==> src/rtl/hrfp_pkg.sv <==
// Shared HRFP constants and operand/result types for the adder, multiplier and normalize blocks.
// DIGITS is the number of hex digits in a mantissa. It is also the point where an alignment shift saturates.
package hrfp_pkg;

  localparam int EXP_W  = 7;
  localparam int MANT_W = 54;
  localparam int DIGITS = (MANT_W + 3) / 4;
  localparam int SH_W   = $clog2(DIGITS + 1);

  typedef struct packed {
    logic [EXP_W-1:0]  exp;
    logic [MANT_W-1:0] mant;
  } hrfp_operand_t;

  typedef struct packed {
    logic [EXP_W-1:0]  exp;
    logic [MANT_W-1:0] mant_l;
    logic [MANT_W-1:0] mant_s;
    logic              sticky;
    logic              swap;
  } hrfp_aligned_t;

  typedef struct packed {
    logic [EXP_W-1:0]  exp_l;
    logic [MANT_W-1:0] mant_l;
    logic [MANT_W-1:0] mant_s_raw;
    logic [EXP_W-1:0]  diff;
    logic              swap;
  } hrfp_stage1_t;

  // Any exponent gap of DIGITS or more pushes the whole mantissa out.
  function automatic logic [SH_W-1:0] sat_digits(input logic [EXP_W-1:0] diff);
    if (int'(diff) >= DIGITS) return SH_W'(DIGITS);
    return SH_W'(diff);
  endfunction

endpackage

==> src/rtl/hrfp_hex_shift_r.sv <==
// Combinational right shifter that moves data by whole hex digits, built as a log-depth barrel.
// The sticky output is the OR of every discarded bit when HRFP_ALIGN_STICKY_EN is defined. Otherwise it is tied to 0.
module hrfp_hex_shift_r #(
  parameter int MANT_W = 54,
  parameter int SH_W   = 4
) (
  input  logic [MANT_W-1:0] data_i,
  input  logic [SH_W-1:0]   digits_i,
  output logic [MANT_W-1:0] data_o,
  output logic              sticky_o
);

  logic [MANT_W-1:0] stage_w [SH_W+1];
`ifdef HRFP_ALIGN_STICKY_EN
  logic              lost_w  [SH_W+1];
  assign lost_w[0] = 1'b0;
`endif

  assign stage_w[0] = data_i;

  // Level gi moves the data 2**gi digits. It collects the bits that fall off the bottom at that level.
  for (genvar gi = 0; gi < SH_W; gi++) begin : g_level
    localparam int SB = 4 * (2 ** gi);
    if (SB < MANT_W) begin : g_part
      assign stage_w[gi+1] = digits_i[gi] ? (stage_w[gi] >> SB) : stage_w[gi];
`ifdef HRFP_ALIGN_STICKY_EN
      assign lost_w[gi+1] = lost_w[gi] | (digits_i[gi] & (|stage_w[gi][SB-1:0]));
`endif
    end else begin : g_full
      assign stage_w[gi+1] = digits_i[gi] ? '0 : stage_w[gi];
`ifdef HRFP_ALIGN_STICKY_EN
      assign lost_w[gi+1] = lost_w[gi] | (digits_i[gi] & (|stage_w[gi]));
`endif
    end
  end

  assign data_o = stage_w[SH_W];
`ifdef HRFP_ALIGN_STICKY_EN
  assign sticky_o = lost_w[SH_W];
`else
  assign sticky_o = 1'b0;
`endif

endmodule

==> src/rtl/hrfp_add_align.sv <==
// HRFP adder pre-alignment. Stage 1 picks the larger exponent and the swap. Stage 2 right-shifts the smaller mantissa by digits.
// The sticky output is live only when HRFP_ALIGN_STICKY_EN is defined.
module hrfp_add_align
  import hrfp_pkg::*;
(
  input  logic              clk,
  input  logic              rst,
  input  logic              in_valid,
  output logic              in_ready,
  input  logic [EXP_W-1:0]  in_exp_a,
  input  logic [MANT_W-1:0] in_mant_a,
  input  logic [EXP_W-1:0]  in_exp_b,
  input  logic [MANT_W-1:0] in_mant_b,
  output logic              out_valid,
  input  logic              out_ready,
  output logic [EXP_W-1:0]  out_exp,
  output logic [MANT_W-1:0] out_mant_l,
  output logic [MANT_W-1:0] out_mant_s,
  output logic              out_sticky,
  output logic              out_swap
);

  logic          s1_valid_q, s1_valid_d;
  logic          s2_valid_q, s2_valid_d;
  hrfp_stage1_t  s1_q, s1_d;
  hrfp_aligned_t s2_q, s2_d;

  hrfp_operand_t     op_a, op_b;
  logic              swap_w, s2_adv, in_fire;
  logic [SH_W-1:0]   sh_w;
  logic [MANT_W-1:0] shifted_w;
  logic              sticky_w;

  assign op_a = '{exp: in_exp_a, mant: in_mant_a};
  assign op_b = '{exp: in_exp_b, mant: in_mant_b};

  // out_ready only reaches in_ready. It never reaches out_valid.
  assign s2_adv   = !s2_valid_q || out_ready;
  assign in_ready = !s1_valid_q || s2_adv;
  assign in_fire  = in_valid && in_ready;

  assign swap_w = op_b.exp > op_a.exp;

  always_comb begin
    s1_d = s1_q;
    if (in_fire) begin
      s1_d.exp_l      = swap_w ? op_b.exp  : op_a.exp;
      s1_d.mant_l     = swap_w ? op_b.mant : op_a.mant;
      s1_d.mant_s_raw = swap_w ? op_a.mant : op_b.mant;
      s1_d.diff       = swap_w ? (op_b.exp - op_a.exp) : (op_a.exp - op_b.exp);
      s1_d.swap       = swap_w;
    end
  end

  assign sh_w = sat_digits(s1_q.diff);

  hrfp_hex_shift_r #(
    .MANT_W (MANT_W),
    .SH_W   (SH_W)
  ) u_shift (
    .data_i   (s1_q.mant_s_raw),
    .digits_i (sh_w),
    .data_o   (shifted_w),
    .sticky_o (sticky_w)
  );

  always_comb begin
    s2_d = s2_q;
    if (s2_adv && s1_valid_q) begin
      s2_d = '{exp: s1_q.exp_l, mant_l: s1_q.mant_l, mant_s: shifted_w,
               sticky: sticky_w, swap: s1_q.swap};
    end
  end

  assign s1_valid_d = in_fire ? 1'b1 : (s2_adv ? 1'b0 : s1_valid_q);
  assign s2_valid_d = s2_adv ? s1_valid_q : s2_valid_q;

  always_ff @(posedge clk) begin
    if (rst) begin
      s1_valid_q <= 1'b0;
      s2_valid_q <= 1'b0;
      s1_q       <= '0;
      s2_q       <= '0;
    end else begin
      s1_valid_q <= s1_valid_d;
      s2_valid_q <= s2_valid_d;
      s1_q       <= s1_d;
      s2_q       <= s2_d;
    end
  end

  assign out_valid  = s2_valid_q;
  assign out_exp    = s2_q.exp;
  assign out_mant_l = s2_q.mant_l;
  assign out_mant_s = s2_q.mant_s;
  assign out_sticky = s2_q.sticky;
  assign out_swap   = s2_q.swap;

endmodule

==> config.mk <==
export PLATFORM = sky130hd
export DESIGN_NAME = hrfp_add_align
export DESIGN_NICKNAME = d
export VERILOG_FILES = /design/src/rtl/hrfp_pkg.sv /design/src/rtl/hrfp_hex_shift_r.sv /design/src/rtl/hrfp_add_align.sv
export SDC_FILE = /design/constraint.sdc
export NUM_CORES = 1
export LEC_CHECK = 0
export CAP_MARGIN = 15
export CORE_MARGIN = 1
export CORE_UTILIZATION = 47
export DETAILED_ROUTE_END_ITERATION = 10
export PLACE_DENSITY = 0.83
export SLEW_MARGIN = 20
export SYNTH_ARGS = -nofsm -noshare
export SYNTH_HDL_FRONTEND = slang
export SYNTH_SLANG_ARGS = --single-unit
export TNS_END_PERCENT = 10
==> constraint.sdc <==
create_clock -name clk -period 2.4 [get_ports clk]
set_clock_uncertainty 0.05 [all_clocks]
set_input_delay 0.48 -clock clk [delete_from_list [all_inputs] [get_ports clk]]
set_output_delay 0.48 -clock clk [all_outputs]
set_load 0.02 [all_outputs]
=== Word-level counts from Yosys, hierarchy flattened ===
Index checks and enable logic that the tools add are counted.

* Bits in registers: 241
* Output and inout port bits: 119

* Add/sub/neg operators: 2
* Order comparisons: 2
* Mux-type cells: 13
* Reduce and logical (&&, ||, !) cells: 7

{| class="wikitable"
|+ Operator list
! kind !! number
|-
| 54-bit two-way mux || 6
|-
| 7-bit two-way mux || 2
|-
| 7-bit subtractor || 2
|-
| 4-bit two-way mux || 2
|-
| 7-bit by 4-bit >= comparator with 1-bit output, second input constant || 1
|-
| 7-bit > comparator || 1
|-
| 1-bit two-way mux || 3
|-
| 1-bit logical AND || 2
|-
| 1-bit zero test || 2
|-
| 1-bit logical OR || 2
|-
| 2-bit nonzero test || 1
|}

=== Longest topological paths before layout ===
Gate-level depths: netlist (run 1).

* Word-level depth: 7
* Depth in mapped cells: 11
* Mapped depth without buffers: 9

=== Cells and area by module ===
From an unflattened synthesis (run 1), not the netlist that was laid out.

* Cell total of the unflattened synthesis: 1414
* Area, all modules: 11890.2 sq um

{| class="wikitable"
|+ Modules (own cells, without submodules)
! module !! instances !! cells each !! area each (sq um) !! sequential area each (sq um)
|-
| hrfp_add_align || 1 || 1154 || 10002.1 || 4844.6
|-
| hrfp_hex_shift_r || 1 || 260 || 1888.1 || 0.0
|}

=== Worst setup path after synthesis (run 1) ===
No wires, ideal clock.

* Kind: in2reg
* Start: in in_exp_a[5]
* End: reg s1_q[6] in the netlist's numbering
* Arrival time: 2.333 ns
* Setup slack: -0.084 ns
* Cell stages on the path: 10
* Cells stage by stage: inv_1 ha_1 clkbuf_2 nand4_1 or2_0 buf_2 a221oi_1 nor2_1 o31a_1 o41ai_1

* Word-level cells in the longest chain between the ends: 2

{| class="wikitable"
|+ RTL lines
! item !! line !! source
|-
| start, declared || hrfp_add_align.sv:10 || <nowiki>input logic [EXP_W-1:0] in_exp_a,</nowiki>
|-
| 7-bit subtractor or 7-bit > comparator (tied branches) || hrfp_add_align.sv:50, hrfp_add_align.sv:42 ||
|-
| 7-bit two-way mux (*) || hrfp_add_align.sv:50 || <nowiki>s1_d.diff = swap_w ? (op_b.exp - op_a.exp) : (op_a.exp - op_b.exp);</nowiki>
|-
| end signal, assigned || hrfp_add_align.sv:82 || <nowiki>s1_q <= '0;</nowiki>
|-
| end signal, assigned || hrfp_add_align.sv:87 || <nowiki>s1_q <= s1_d;</nowiki>
|-
| end, declared || hrfp_add_align.sv:25 || <nowiki>hrfp_stage1_t s1_q, s1_d;</nowiki>
|}

Every way passes the cells marked *; elsewhere a longest branch is shown, timed or not.
A chain may end at the register's enable or synchronous reset.

=== Worst setup path after layout (run 1) ===
* Start: in in_exp_a[2]
* End: reg s1_q[6] in the netlist's numbering

Same word-level chain as after synthesis.

==> results.yml, run 1 <==
clock_tree:
  clock-root-buffer: "clkbuf_16"
  clock_latency_ps: 540
  cts_tree: "built"
  clock-sinks: 241
  clockBufferDepth: 3
  cts_inserted_buffers: 25
  cts_max_level: 1
  clk_pin_slew_worst_paths_ps: 60
place:
  port_buffers: 243
  dpl.hpwl_um: 30030
  gp_congestion: 0.9824
sta:
  rsz0062_at_grt: "true"
  whs_ps: 312.3
  post-route-min-period_ps: 2343
  tightest_slew_ps: 697.7
  finalSetupViolCount: 0
  final_hold_viol_count: 0
  clock.fmax_mhz: 426.8
  drv_slew: 0
  maxSlewHeadroom_pct: 53.06
  period_share_pct: 97.62
yosys:
  yosys_warnings: 0
  synth-seq-cells: 241
  synth_area_um2: 12090
  syn_inst: 1580
  syn-num-nets: 1721
  synth_edf_count: 0
  synth_cell_types: 69
  ys_seq_area_share_pct: 39.90
  synth-main-ff-cell: "dfxtp_1"
  avgSynthCellArea_um2: 7.654
  synth-async-reset-ratio_pct: 0
worst_setup_path:
  required_ps: 2770
  reg2reg_setup_slack_ps: 80
  startpoint_type: "input pin"
  critPathKind: "input pin to register"
  path_max_fanout: 5
  critical_path_arrival_ps: 2710
  timing.rr.start: "s1_q[7]"
  r2r-end: "out_mant_s[17]"
  end_kind: "register"
  r2r_cells: 9
floorplan:
  initial_utilization_pct: 48.02
  core_area_um2: 25180
  ios: 245
  die_area_um2: 26380
  fp.dieW_um: 162.4
  die_h_um: 162.4
  rows: 58
min_path:
  hold_path_end: "out_mant_s[48]"
  min_path_type: "input pin to register"
  hold_depth: 2
  min_from: "rst"
global_routing:
  grt_pass1_vias: 12270
  grt_pass1_wl_um: 64740
  gr-total-overflow: 0
  grt_usage_pct: 30.33
  grt_max_degree: 102
  antenna_found_initial: 0
route:
  highest_layer: "met4"
  drtIter0Drc: 1297
  wl_met3_um: 3669
  drtAntennaViolNets: 0
  drc: 0
  wl_per_cell_um: 19.00
  via_per_inst: 5.941
  drt_pass1_iterations: 6
  via_count: 13120
  drt-total-wl_um: 41960
  met1_length_um: 17980
  wl_met2_um: 19100
power_and_ir_drop:
  seq_power_share_pct: 37.9
  p_int_mw: 8.049
  switchingPower_mw: 3.916
  ir_drop_mv: 0.5698
  combPwrFrac_pct: 30.8
  report.power.total_mw: 11.97
  p_clk_share_pct: 31.3
  leakage_nw: 6.597
  swShare_pct: 32.73
  powerDensity_nw_per_um2: 703.7
run_status:
  status: "finished clean"
finish:
  multi_input_area_um2: 6872
  fillerInstances: 2039
  syn_to_final_growth_pct: 40.60
  regArea_um2: 4826
  final_cell_mix: "396 x nand2_1, 240 x dfxtp_1, 232 x clkdlybuf4s50_1, 185 x nor2_1, 129 x buf_4"
  nets: 2002
  final_common_cell: "nand2_1"
  diodes: 0
  layout-drive-gt1-share_pct: 14.06
run:
  maxCapViolations: 0
-- final cells by class --
class | instances | area share (%)
Timing Repair Buffer | 400 | 23.47
Inverter | 33 | 0.7285
Clock buffer | 36 | 4.099
Multi-Input combinational cell | 1160 | 40.41
Sequential cell | 241 | 28.38
Clock inverter | 8 | 0.4783
Tap cell | 330 | 2.428
-- power by group through the flow --
stage	Clock, mW	Sequential, mW	Combinational (mW)
after global routing	3.96	4.56	3.94
after global placement	0	4.60	3.40
after detailed placement	0	4.61	3.44
after CTS	3.78	4.52	3.47
final	3.74	4.54	3.69
after floorplan	0	4.61	1.84
-- through the flow --
| stage | setup TNS, ps | cell area, um^2 | setup slack, ps | utilization (%) | cells |
|---|---|---|---|---|---|
| 3_3_place_gp | -57890 | 15820 | -536.2 | 62.81 | 2156 |
| 2_1_floorplan | 0 | 12110 | 6.619 | - | 1580 |
| 4_1_cts | -37.02 | 16610 | -36.52 | 65.96 | 2200 |
| 5_1_grt | -84.93 | 17000 | -36.03 | 67.52 | 2208 |
| 6_report | 0 | 17000 | 57.00 | 67.52 | 2208 |
| 3_5_place_dp | -63820 | 15820 | -602.0 | 62.81 | 2156 |
-- layer usage --
metal	vias to the layer above	global-route usage, %
met3	100	5.093
met1	6212	41.30
met2	644	49.13
met5	-	0
met4	0	8.791
li1	6161	-
-- repair_timing --
action	4_1_cts	5_1_grt
pin swaps	2	13
gates resized for setup	6	55
buffers inserted	0	5
endpoints found under the hold margin	0	0
endpoints found under the setup margin	55	117
gates cloned	0	3
hold buffers	0	0
-- cells in the mapped netlist (all sizes together), types with 3 or more instances --
cell	instances	share of area, %
mux2i	46	3.8
or3	5	0.26
a311oi	117	8.5
o22ai	22	1.1
nand2b	16	0.83
a22oi	17	1.1
o2bb2ai	8	0.58
inv	33	1.0
nand2	398	12
and3	3	0.16
nor2	186	5.8
a211oi	55	3.4
ha	13	1.3
a221oi	8	0.58
nor3	15	0.66
nor2b	9	0.47
nand3	15	0.66
nor4	16	1.0
a222oi	4	0.33
clkbuf	103	3.2
a2bb2oi	5	0.36
mux2	4	0.37
or2	5	0.26
o211ai	5	0.31
a21oi	101	4.2
a31oi	9	0.47
and2	11	0.57
buf	43	1.7
dfxtp	241	40
o21ai	29	1.2
mux4	6	1.1
-- worst max path at each step --
stage                startpoint        end  slack, ps  cells past startpoint
floorplan           in_exp_a[4]  s1_q[100]          7                     10
global placement    in_exp_a[6]    s1_q[6]       -540                      9
detailed placement  in_exp_a[6]   s1_q[60]       -600                     10
CTS                 in_exp_a[6]    s1_q[6]        -40                     10
global route        in_exp_a[0]    s1_q[6]        -40                     10
finish              in_exp_a[2]    s1_q[6]         60                     11
-- worst max-delay path: stages --
cell and delay [ps]:
clkdlybuf4s50_1 480, inv_1 70, ha_4 160, buf_4 140, nor2_1 160, a211oi_2 90
buf_4 150, o21ai_4 250, mux2i_1 160, o31a_1 270, o41ai_2 280
-- sequential cells by signal, summed over array words and instances, names as in the netlist --
| signal | flops |
|---|---|
| s1_valid_q | 1 |
| out_valid | 1 |
| s1_q | 123 |
| out_swap | 1 |
| out_mant_l | 54 |
| out_mant_s | 54 |
| out_exp | 7 |
-- cells by family after synthesis --
logic type | Yosys count | synth area share [%]
and+or+nand+nor | 683 | 23.24
AOI/OAI and AO/OA | 403 | 23.83
muxes | 56 | 5.297
other | 1 | 0.03101
buffers and inverters | 179 | 5.887
xor gates and xnor gates | 2 | 0.1449
DFF | 241 | 39.90
adders and majority gates | 15 | 1.676
Power figures use the tool's default switching activity.
==> run 2, diff against run 1 <==
--- a/config.mk
+++ b/config.mk
@@ -10,6 +10,7 @@
 export CORE_UTILIZATION = 47
 export DETAILED_ROUTE_END_ITERATION = 10
 export PLACE_DENSITY = 0.83
+export RECOVER_POWER = 25
 export SLEW_MARGIN = 20
 export SYNTH_ARGS = -nofsm -noshare
 export SYNTH_HDL_FRONTEND = slang
==> results.yml, run 2 (synthesized netlist as in run 1, its figures left out) <==
power_and_ir_drop:
  powerDensity_nw_per_um2: 704.5
  ir_drop_mv: 0.5689
  report.power.total_mw: 11.96
  leakage_nw: 6.651
sta:
  tightest_slew_ps: 869.4
  final_hold_viol_count: 0
  drv_slew: 0
  worst_slack_ps: 42.04
  clock.fmax_mhz: 424.1
  post-route-min-period_ps: 2358
  fin_tns_setup_ps: 0
  finalSetupViolCount: 0
  maxSlewHeadroom_pct: 42.04
  rsz0062_at_grt: "true"
  period_share_pct: 98.25
route:
  drtIter0Drc: 1368
  drt_pass1_iterations: 6
  drc: 0
  via_count: 13060
  wl_per_cell_um: 19.02
  drt-total-wl_um: 42000
  drtAntennaViolNets: 0
  via_per_inst: 5.917
finish:
  largest_reg_flops: 123
  nets: 2002
  design_area_um2: 16970
  diodes: 0
  syn_to_final_growth_pct: 40.35
  largest_register: "s1_q"
  layout-drive-gt1-share_pct: 14.00
  final_cell_mix: "396 x nand2_1, 240 x dfxtp_1, 210 x clkdlybuf4s50_1, 185 x nor2_1, 127 x buf_4"
  finish.utilization_pct: 67.40
  final_common_cell: "nand2_1"
floorplan:
  die_area_um2: 26380
  die_h_um: 162.4
  fp.dieW_um: 162.4
  ios: 245
  initial_utilization_pct: 48.02
  rows: 58
  core_area_um2: 25180
place:
  port_buffers: 243
  gp_congestion: 0.9824
  placed_area_um2: 15820
  pre_cts_ws_ps: -602.0
  dpl.hpwl_um: 30030
clock_tree:
  clock-root-buffer: "clkbuf_16"
  cts_tree: "built"
  clock-sinks: 241
  clk_pin_slew_worst_paths_ps: 60
  clock_latency_ps: 540
  clockBufferDepth: 3
  ctsHoldBuffers: 0
  cts_max_level: 1
  cts_inserted_buffers: 25
run_status:
  status: "finished clean"
min_path:
  hold_path_end: "out_mant_s[48]"
  min_path_type: "input pin to register"
  hold_depth: 2
  min_from: "rst"
global_routing:
  gr-total-overflow: 0
  antenna_found_initial: 0
  grt_max_degree: 102
  grt_pass1_vias: 12270
  grt_usage_pct: 30.33
  grt_pass1_wl_um: 64740
worst_setup_path:
  critPathKind: "input pin to output port"
  end_kind: "output port"
  worstSetupPathDepth: 4
  crit_buf_inv: 2
  cp_top_family: "buffers and inverters"
  required_ps: 1870
  r2r-end: "out_mant_s[17]"
  path_max_fanout: 4
  startpoint_type: "input pin"
  r2r_cells: 9
  reg2reg_setup_slack_ps: 80
  critical_path_arrival_ps: 1830
  max_stage_delay_ps: 540
  timing.rr.start: "s1_q[7]"
  cp_slowest_cell: "dlygate4sd3_1"
  cp_cell_sequence: "dlygate4sd3_1 > nand2b_1 > or2_2 > dlygate4sd2_1"
run:
  maxCapViolations: 0
## run 2: changes by cell type in the layout (fill, tap and decap cells not counted)
| cell | previous run | this run |
|---|---|---|
| and2_2 | 0 | 1 |
| and2_4 | 2 | 1 |
| buf_12 | 24 | 22 |
| buf_4 | 129 | 127 |
| buf_6 | 2 | 4 |
| clkbuf_1 | 8 | 9 |
| clkbuf_2 | 0 | 1 |
| clkdlybuf4s50_1 | 232 | 210 |
| dlygate4sd3_1 | 0 | 22 |
| nand2_2 | 1 | 2 |
| nand2_4 | 1 | 0 |
## run 2: stage by stage
step,hold WS (ps),cells
CTS,281.6,2200
detailed placement,392.9,2156
floorplan,382.3,1580
global placement,390.1,2156
global route,302.8,2208
finish,309.7,2208
## run 2: metal layers
layer | wire length, um | track usage [%]
met1 | 18110 | 41.30
met4 | 1197 | 8.791
met3 | 3542 | 5.093
met2 | 19150 | 49.13
met5 | 0 | 0
## run 2: power by group
| part | switching (mW) | internal, mW |
|---|---|---|
| clock network | 1.61 | 2.13 |
| logic | 2.05 | 1.63 |
| registers | 0.260 | 4.28 |
## run 2: worst max path at each step
stage | from | to | slack [ps]
after floorplan | in_exp_a[4] | s1_q[100] | 7
after global placement | in_exp_a[6] | s1_q[6] | -540
after detailed placement | in_exp_a[6] | s1_q[60] | -600
after CTS | in_exp_a[6] | s1_q[6] | -40
after global routing | in_exp_a[0] | s1_q[6] | -40
final | out_ready | in_ready | 40
## run 2: worst register-to-register path, cell delays in order, from the launching register on
cell	delay (ps)
dfxtp_2	370
nor3_1	210
buf_4	170
nand3_2	160
buf_12	210
buf_4	210
mux2i_1	170
mux2_2	320
a21oi_1	250
nor3_1	70
## run 2: repair_timing
item	in CTS	in global routing
buffers inserted	0	5
endpoints found under the setup margin	55	117
gates cloned	0	3
pin swaps	2	13
gates resized for setup	6	55
## run 2: final cells by class
cell class / instances / area [um^2]
inverter: 33 / 123.9
sequential: 241 / 4826
timing repair buffer: 400 / 3966
clock inverter: 8 / 81.33
tap: 330 / 412.9
multi-input combinational: 1160 / 6865
clock buffer: 36 / 696.9
fill: 2048 / 8209
==> run 3, diff against run 2 <==
--- a/config.mk
+++ b/config.mk
@@ -14,5 +14,6 @@
 export SLEW_MARGIN = 20
 export SYNTH_ARGS = -nofsm -noshare
 export SYNTH_HDL_FRONTEND = slang
+export SYNTH_HIERARCHICAL = 1
 export SYNTH_SLANG_ARGS = --single-unit
 export TNS_END_PERCENT = 10
==> results.yml, run 3 <==
run_status:
  status: "finished with violations"
  violations: "negative setup slack"
sta:
  finalSetupViolCount: 4
  maxSlewHeadroom_pct: 54.02
  tightest_slew_ps: 689.7
  period_share_pct: 101.2
  final_hold_viol_count: 0
  fin_tns_setup_ps: -60.95
  post-route-min-period_ps: 2428
  drv_slew: 0
  worst_slack_ps: -28.06
  clock.fmax_mhz: 411.9
  rsz0062_at_grt: "true"
yosys:
  synthSimpleGateAreaFrac_pct: 16.72
  synthMuxAreaShare_pct: 17.21
  synth_cell_types: 55
  yosys_warnings: 6
  syn_inst: 1414
  synth-seq-cells: 242
  synth_xor_area_share_pct: 0
  synth-main-ff-cell: "dfxtp_1"
  synth-async-reset-ratio_pct: 0
  synth_compound_area_share_pct: 17.84
  synth_top_family_by_area: "compound AO/OA/AOI/OAI gates"
  synth_top_area_share_pct: 40.75
  synth_adder_area_share_pct: 1.705
  synth_top_area_cell: "dfxtp_1"
  synth_commonest_cells: "272 x nand2_1, 242 x dfxtp_1, 174 x mux2i_1"
  yosys-top-cells-area: "dfxtp_1 41%, mux2i_1 15%, nand2_1 8.6%"
  ys_seq_area_share_pct: 40.75
  syn-num-nets: 1555
  synth_area_um2: 11890
  avgSynthCellArea_um2: 8.409
  synth_edf_count: 0
  yosysMostFrequentCell: "nand2_1"
finish:
  syn_to_final_growth_pct: 37.47
  largest_reg_flops: 123
  largest_register: "s1_q"
  nets: 1800
  final_common_cell: "nand2_1"
  layout-drive-gt1-share_pct: 13.11
  diodes: 0
  final_cell_mix: "272 x nand2_1, 242 x dfxtp_1, 209 x clkdlybuf4s50_1, 156 x mux2i_1, 143 x nor2_1"
  fillerInstances: 1968
worst_setup_path:
  crit_buf_inv: 3
  startpoint_type: "input pin"
  path_max_fanout: 8
  cp_slowest_cell: "clkdlybuf4s50_1"
  required_ps: 2770
  critical_path_arrival_ps: 2800
  critPathKind: "input pin to register"
  max_stage_delay_ps: 550
  reg2reg_setup_slack_ps: 160
  cp_cell_sequence: "clkdlybuf4s50_1 > ha_4 > a21o_1 > a21oi_2 > a21oi_2 > nor2_4 > buf_6 > buf_12 > mux2_4 > o31ai_1"
  cp_top_family: "buffers and inverters"
  end_kind: "register"
  cpMostUsedCell: "a21oi_2"
floorplan:
  die_area_um2: 25940
  initial_utilization_pct: 48.46
  rows: 57
  ios: 245
  fp.dieW_um: 161.1
  die_h_um: 161.1
  core_area_um2: 24530
min_path:
  min_path_type: "input pin to register"
clock_tree:
  clock-sinks: 242
  cts_inserted_buffers: 25
  clock-root-buffer: "clkbuf_16"
  clockBufferDepth: 3
  cts_max_level: 1
  ctsHoldBuffers: 0
  clock_latency_ps: 530
  clk_pin_slew_worst_paths_ps: 60
  cts_tree: "built"
route:
  drtIter0Drc: 857
  drt-total-wl_um: 37340
  wl_per_cell_um: 18.65
  via_count: 11310
  drtAntennaViolNets: 0
  drc: 0
  via_per_inst: 5.648
  drt_pass1_iterations: 5
power_and_ir_drop:
  leakage_nw: 6.641
  ir_drop_mv: 0.4960
  powerDensity_nw_per_um2: 693.2
global_routing:
  grt_pass1_wl_um: 55880
  grt_use_met1_pct: 35.40
  gr-total-overflow: 0
  grt-busiest-layer: "met2"
  grt_usage_pct: 26.74
  met2_usage_pct: 44.98
  antenna_found_initial: 1
  grt_max_degree: 111
  use_met3_pct: 4.468
  grt_pass1_vias: 10660
run:
  maxCapViolations: 0
place:
  port_buffers: 244
  dpl.hpwl_um: 26120
  gp_congestion: 0.9502
  pre_cts_ws_ps: -590.7
==> run 3: cell types whose count changed after synthesis, moves of 42 or more <==
cell,before,now
mux2i_1,46,174
a211oi_1,55,116
a311oi_1,117,2
nor2_1,186,143
nand2_1,398,272
a21oi_1,100,142
==> run 3: power breakdown <==
group | internal (mW) | switching [mW] | total (mW) | leakage (nW)
clock | 2.26 | 1.66 | 3.92 | 0.412
combinational | 1.38 | 1.57 | 2.95 | 4.24
sequential | 4.27 | 0.195 | 4.46 | 1.99
==> run 3: kinds of logic after synthesis <==
logic type / after synthesis
muxes: 194
AOI/OAI and AO/OA: 334
adders and majority gates: 15
other: 1
DFF: 242
and+or+nand+nor: 485
buffers and inverters: 143
==> run 3: cell type report <==
cell class | count | area, um^2 | area share [%]
Clock buffer | 31 | 688.2 | 4.210
Clock inverter | 15 | 141.4 | 0.8650
Inverter | 17 | 63.81 | 0.3904
Multi-Input combinational cell | 1029 | 6674 | 40.83
Sequential cell | 242 | 4845 | 29.64
Tap cell | 324 | 405.4 | 2.480
Timing Repair Buffer | 344 | 3528 | 21.59
==> run 3: repair_timing <==
item                       CTS  global route
gates resized for setup      2            72
setup buffers                1            11
setup endpoints to repair   14           118
hold endpoints to repair     0             0
pin swaps                    1             8
cloned                       0             2
==> run 3: worst paths after layout <==
path | startpoint | endpoint | cells past startpoint
max | in_exp_b[3] | s1_q[2] | 10
max reg2reg | s1_q[7] | out_mant_s[4] | 9
min reg2reg | out_mant_l[22] | out_mant_l[22] | 2
min | in_exp_b[0] | s1_q[116] | 3
==> run 3: stage by stage <==
step | utilization [%] | power [mW] | hold WS (ps) | area [um^2] | instances
global route | 66.63 | 11.75 | 357.3 | 16350 | 2002
finish | 66.63 | 11.33 | 366.1 | 16350 | 2002
detailed placement | 61.39 | 7.255 | 395.8 | 15060 | 1942
CTS | 64.89 | 11.17 | 383.8 | 15920 | 1989
global placement | 61.39 | 7.211 | 386.4 | 15060 | 1942
floorplan | - | 6.186 | 382.1 | 11890 | 1414
==> run 3: routing by layer <==
layer	vias up	routed length [um]
met1	5368	15850
met3	83	2584
li1	5430	-
met5	-	0
met4	0	1081
met2	427	17820
==> run 3: worst min-delay path, stage by stage <==
cell	delay (ps)
dlymetal6s2s_1	180
mux2i_1	150
a211oi_1	80
